`src/rtl/l2_mem_responder.sv`:
```
// L2-to-memory line responder: turns one 512-bit fill and/or writeback into 16 word accesses on a 32-bit RAM.
// Optional per-direction completion counters are built when L2_MEM_RESP_STATS_EN is defined.
module l2_mem_responder #(
    parameter int TNUM           = 18,
    parameter int INUM           = 8,
    parameter int RAM_WIDTH      = 32,
    parameter int LINE_WIDTH     = 512,
    parameter int RAM_ADDR_WIDTH = 22,
    parameter int RD_LAT         = 1
) (
    input  logic                      clk,
    input  logic                      rst,
    input  logic                      read_L2_MEM,
    input  logic                      write_L2_MEM,
    input  logic [TNUM-1:0]           tag_L2_MEM,
    input  logic [INUM-1:0]           index_L2_MEM,
    input  logic [TNUM-1:0]           write_tag_L2_MEM,
    input  logic [LINE_WIDTH-1:0]     write_data_L2_MEM,
    output logic                      ready_MEM_L2,
    output logic [LINE_WIDTH-1:0]     read_data_MEM_L2,
    output logic                      ram_en,
    output logic                      ram_we,
    output logic [RAM_ADDR_WIDTH-1:0] ram_addr,
    output logic [RAM_WIDTH-1:0]      ram_wdata,
    input  logic [RAM_WIDTH-1:0]      ram_rdata,
    output logic [31:0]               rd_count,
    output logic [31:0]               wr_count
);

    localparam int FULL_W = TNUM + INUM + 4;

    typedef enum logic [2:0] {IDLE, WB, FILL, DRAIN, DONE, HOLD} state_t;

    state_t                  state, state_nxt;
    logic [3:0]              beat;
    logic                    fill_pend;
    logic [TNUM-1:0]         tag_q;
    logic [TNUM-1:0]         wtag_q;
    logic [INUM-1:0]         idx_q;
    logic [LINE_WIDTH-1:0]   wdata_q;
    logic [FULL_W-1:0]       addr_full;
    logic                    issue_rd;
    logic                    last_cap;
    logic [RD_LAT-1:0]       vld;
    logic [3:0]              vbeat [RD_LAT];

    assign issue_rd = (state == FILL);
    assign last_cap = vld[RD_LAT-1] && (vbeat[RD_LAT-1] == 4'hF);
    assign ram_addr = addr_full[RAM_ADDR_WIDTH-1:0];

    always_ff @(posedge clk) begin
        if (rst) state <= IDLE;
        else     state <= state_nxt;
    end

    always_comb begin
        state_nxt    = state;
        ram_en       = 1'b0;
        ram_we       = 1'b0;
        ram_wdata    = '0;
        addr_full    = '0;
        ready_MEM_L2 = 1'b0;
        case (state)
            IDLE: begin
                if (write_L2_MEM)     state_nxt = WB;
                else if (read_L2_MEM) state_nxt = FILL;
            end
            WB: begin
                ram_en    = 1'b1;
                ram_we    = 1'b1;
                addr_full = {wtag_q, idx_q, beat};
                ram_wdata = wdata_q[beat*RAM_WIDTH +: RAM_WIDTH];
                if (beat == 4'hF) state_nxt = fill_pend ? FILL : DONE;
            end
            FILL: begin
                ram_en    = 1'b1;
                addr_full = {tag_q, idx_q, beat};
                if (beat == 4'hF) state_nxt = DRAIN;
            end
            DRAIN: begin
                if (last_cap) state_nxt = DONE;
            end
            DONE: begin
                ready_MEM_L2 = 1'b1;
                state_nxt    = HOLD;
            end
            HOLD:    state_nxt = IDLE;
            default: state_nxt = IDLE;
        endcase
    end

    // Each read issue carries its beat number down a RD_LAT-deep pipe to pick its lane on return.
    always_ff @(posedge clk) begin
        if (rst) begin
            beat             <= '0;
            fill_pend        <= 1'b0;
            tag_q            <= '0;
            wtag_q           <= '0;
            idx_q            <= '0;
            wdata_q          <= '0;
            vld              <= '0;
            read_data_MEM_L2 <= '0;
            for (int i = 0; i < RD_LAT; i++) vbeat[i] <= '0;
        end else begin
            vld[0]   <= issue_rd;
            vbeat[0] <= beat;
            for (int i = 1; i < RD_LAT; i++) begin
                vld[i]   <= vld[i-1];
                vbeat[i] <= vbeat[i-1];
            end
            if (vld[RD_LAT-1])
                read_data_MEM_L2[vbeat[RD_LAT-1]*RAM_WIDTH +: RAM_WIDTH] <= ram_rdata;
            case (state)
                IDLE: begin
                    if (write_L2_MEM) begin
                        wtag_q    <= write_tag_L2_MEM;
                        idx_q     <= index_L2_MEM;
                        wdata_q   <= write_data_L2_MEM;
                        tag_q     <= tag_L2_MEM;
                        fill_pend <= read_L2_MEM;
                    end else if (read_L2_MEM) begin
                        tag_q     <= tag_L2_MEM;
                        idx_q     <= index_L2_MEM;
                        fill_pend <= 1'b1;
                    end
                end
                WB, FILL: beat <= beat + 4'd1;
                default: ;
            endcase
        end
    end

`ifdef L2_MEM_RESP_STATS_EN
    logic        wb_flag;
    logic [31:0] rd_q;
    logic [31:0] wr_q;

    always_ff @(posedge clk) begin
        if (rst) begin
            wb_flag <= 1'b0;
            rd_q    <= '0;
            wr_q    <= '0;
        end else begin
            if (state == IDLE) begin
                if (write_L2_MEM)     wb_flag <= 1'b1;
                else if (read_L2_MEM) wb_flag <= 1'b0;
            end
            if (state == DONE) begin
                if (fill_pend) rd_q <= rd_q + 32'd1;
                if (wb_flag)   wr_q <= wr_q + 32'd1;
            end
        end
    end

    assign rd_count = rd_q;
    assign wr_count = wr_q;
`else
    assign rd_count = '0;
    assign wr_count = '0;
`endif

endmodule

```
`config.mk`:
```
export PLATFORM = sky130hd
export DESIGN_NAME = l2_mem_responder
export DESIGN_NICKNAME = d
export VERILOG_FILES = /design/src/rtl/l2_mem_responder.sv
export SDC_FILE = /design/constraint.sdc
export NUM_CORES = 2
export LEC_CHECK = 0
export CAP_MARGIN = 30
export CORE_AREA = 2 2 471 473
export CTS_CLUSTER_SIZE = 28
export DETAILED_ROUTE_END_ITERATION = 7
export DIE_AREA = 0 0 473 475
export PLACE_DENSITY = 0.4
export SETUP_SLACK_MARGIN = 0.4
export SLEW_MARGIN = 10
export SYNTH_ARGS = -nofsm -noshare
export SYNTH_HDL_FRONTEND = slang
export SYNTH_SLANG_ARGS = --single-unit
export TNS_END_PERCENT = 5
```
`constraint.sdc`:
```
create_clock -name clk -period 3.4 [get_ports clk]
set_clock_uncertainty 0.1 [all_clocks]
set_input_delay 0.51 -clock clk [delete_from_list [all_inputs] [get_ports clk]]
set_output_delay 0.51 -clock clk [all_outputs]
set_load 0.01 [all_outputs]
```
==> metrics <==
status complete, but fails checks; violated checks negative setup slack; top-count cell post-synth nand2_1; Slew Limit Headroom 0.322; die width 473 µm; dominant synthesized flop cell dfxtp_1; Max Fclk 286 MHz; initial antenna violation count 39; period utilisation layout 1.03; met2 wire len 119 mm; via count 42.6k; synth warn 0; total power 38.4 mW; Top Layer Used met5; VDD IR max 0.370 mV; number of I/O port buffers 1144; worst slack, placed 0.226 ns; Synth top area share 0.493; CP startpoint kind flip-flop; Fillers 23.4k; worst-skew pair later-pin latency 0.78 ns; Sw Ratio 0.330; Reg clk slew, reported paths 0.06 ns; WP data arrival 2.88 ns; vias in the first global route 41.1k; CTS buffer count 134; P&R area growth vs syn 47.1%; P per Cell Area 603 nW/µm²; sw power 12.7 mW; total I/O pin count 1225; clock root cell clkbuf_16; Post-synth top cells nand2_1 (1518), dfxtp_1 (1065), a21oi_1 (977); post-synthesis sequential area ratio 0.493; DR pass1 iterations 5; Cells after Synth 5196; M1 WL 101 mm; share of flip-flops with an asynchronous set or reset 0; row count 172; drt wl/cell 26.4 µm; Placer Congestion 0.829; final worst path period need 3.49 ns; RSZ-0062 raised after global routing true; Initial Util 0.198; final hold violation count 0; layout cells sized above 1 0.122; Finished Layout Cells 9169; crit path to ram_wdata[25]; Worst EP required 2.79 ns; Logic pwr share 0.256; metal3 WL 15.3 mm; Cell Area, Synth 43300 µm²; R2R setup slack 0.54 ns; total wire length 242 mm; CTS tree done; pin count of the biggest net entering global routing 144; DRT antenna net count 0; Die Ht 475 µm; HPWL after detailed placement 175 mm; CP startpoint beat[0]$_SDFFE_PP0P_; total congestion overflow 0; average size of a mapped cell 8.33 µm²; first-pass GRT wire length 331 mm; Clock Power Share 0.369; Reg2Reg Launch Point vbeat[0][1]$_SDFF_PP0_; Die Area 225000 µm²; biggest area consumer among synthesized cells dfxtp_1; Final setup viols 16; HP Class in2reg; fin. max-slew vios 0; final-stage net count 6797; GRT Overall Usage 0.206; remaining routing DRC violations 0; CTS Buffer Depth 3; CORE AREA 219000 µm²; post-route worst setup slack -0.0945 ns; total clock sinks 1065; R2R Path End read_data_MEM_L2[87]$_SDFFE_PP0P_; critical-path maximum fanout 6; Worst Max-Slew Pin Slew 1.02 ns; Flop pwr share 0.375; Via density 4.65; max-cap violations 0; Yosys reg bits 1065; H-tree depth 4; Netlist cell types 64; synth top area cells dfxtp_1 (49%), nand2_1 (13%), a21oi_1 (11%); DRT iter0 DRCs 3530; CP Class reg2out; Worst R2R Path Depth 7; EDFF count, synth 0; Critical Path Sink Type primary output; Leak 21.8 nW; Internal Pwr Total 25.7 mW; placed cell count 8893
## worst min-delay path by stage
stage / start / end / slack [ns] / depth (start not counted)
after floorplan: wdata_q[192]$_SDFFE_PP0P_ / wdata_q[192]$_SDFFE_PP0P_ / 0.33 / 2
after global placement: read_data_MEM_L2[351]$_SDFFE_PP0P_ / read_data_MEM_L2[351]$_SDFFE_PP0P_ / 0.34 / 2
after detailed placement: read_data_MEM_L2[395]$_SDFFE_PP0P_ / read_data_MEM_L2[395]$_SDFFE_PP0P_ / 0.34 / 2
after CTS: ram_rdata[18] / read_data_MEM_L2[242]$_SDFFE_PP0P_ / 0.02 / 3
after global routing: ram_rdata[18] / read_data_MEM_L2[242]$_SDFFE_PP0P_ / 0.05 / 3
final: ram_rdata[18] / read_data_MEM_L2[242]$_SDFFE_PP0P_ / 0.13 / 3
## registers in the layout, indices dropped and copies added (netlist names)
name              flops
vbeat                 4
state                 3
fill_pend             1
read_data_MEM_L2    512
tag_q                10
vld                   1
idx_q                 8
wdata_q             512
beat                  4
wtag_q               10
## layout by cell type (no fill, tap or decap), types with 8 or more instances in the layout
| master | synthesis | routed |
|---|---|---|
| and3_1 | 32 | 32 |
| dlymetal6s2s_1 | 0 | 9 |
| conb_1 | 1 | 64 |
| mux2i_1 | 20 | 20 |
| clkdlybuf4s50_1 | 0 | 1070 |
| clkbuf_1 | 373 | 38 |
| buf_16 | 0 | 10 |
| nor2_1 | 45 | 39 |
| clkbuf_16 | 0 | 136 |
| nor3_1 | 12 | 9 |
| buf_6 | 2 | 51 |
| nor2b_1 | 9 | 8 |
| nand3_1 | 116 | 113 |
| nand2_1 | 1518 | 1487 |
| or3_1 | 19 | 19 |
| dlygate4sd2_1 | 0 | 10 |
| o31ai_1 | 15 | 15 |
| a22oi_2 | 0 | 44 |
| a21oi_1 | 977 | 975 |
| nand4_1 | 240 | 240 |
| dfxtp_1 | 1065 | 1059 |
| nand2b_1 | 8 | 8 |
| buf_2 | 130 | 24 |
| nand2_4 | 0 | 16 |
| and2_1 | 30 | 29 |
| a22o_1 | 32 | 32 |
| nand3b_1 | 30 | 30 |
| mux4_2 | 128 | 128 |
| a22oi_1 | 74 | 30 |
| buf_12 | 0 | 50 |
| o21ai_0 | 134 | 131 |
| clkinv_2 | 0 | 10 |
| buf_4 | 67 | 163 |
| o21ai_1 | 30 | 30 |
| clkbuf_8 | 0 | 27 |
| nand2_2 | 0 | 15 |
## per-stage QoR
stage / utilization / hold slack, ns / instance area, µm² / TNS [ns]
after floorplan: - / 0.333 / 43500 / 0
after global placement: 0.266 / 0.337 / 58300 / 0
after detailed placement: 0.266 / 0.343 / 58300 / 0
after CTS: 0.290 / 0.0165 / 63400 / -4.51
after global routing: 0.291 / 0.0469 / 63600 / -3.18
final: 0.291 / 0.128 / 63700 / -0.433
## area by class of cell
cell class / instances / area [µm²] / share of cell area
timing repair buffer: 1400 / 14200 / 0.224
antenna: 5 / 12.5 / 0.000197
clock buffer: 201 / 3920 / 0.0615
multi-input combinational: 3594 / 20200 / 0.317
tap: 2871 / 3590 / 0.0564
clock inverter: 27 / 359 / 0.00564
sequential: 1065 / 21300 / 0.335
inverter: 6 / 22.5 / 0.000354
## power by group through the flow
stage                     sequential, mW  combinational (mW)  clock, mW
after floorplan                     14.4                5.22          0
after detailed placement            14.7                9.29          0
after global routing                14.5                10.6       15.0
after global placement              14.6                9.28          0
after CTS                           14.4                9.87       14.6
final                               14.4                9.83       14.2
## repair_timing
| item | 4_1_cts | 5_1_grt |
|---|---|---|
| gates cloned | 4 | 0 |
| setup buffers | 26 | 12 |
| endpoints found under the setup margin | 112 | 44 |
| gates resized for setup | 271 | 47 |
| pin swaps | 36 | 19 |
| hold endpoints to repair | 5 | 0 |
| hold buffers | 1 | 0 |
## routing by layer
metal | track usage | vias up
li1 | - | 19800
met1 | 0.257 | 21000
met2 | 0.359 | 1583
met3 | 0.0429 | 296
met4 | 0.0544 | 28
met5 | 0 | -
## worst max-delay path, cell delays in order (launching register included)
cell and delay [ns]:
dfxtp_4 0.38, buf_8 0.12, buf_12 0.15, buf_16 0.15
mux4_2 0.64, a22oi_2 0.32, nand2_4 0.15, buf_6 0.16
## logic make-up (layout without fill, tap and decap cells)
logic type,Yosys count,count (layout),share of synthesized area
simple gates,2086,2086,0.211
compound gates,1285,1285,0.159
flops,1065,1065,0.493
buf+inv,600,1634,0.0621
mux,150,150,0.0718
xor+xnor,5,5,0.00188
fa+ha+maj,4,4,0.00116
other cells,1,69,0.0000867
No activity file was read; power rests on OpenSTA's default activity.
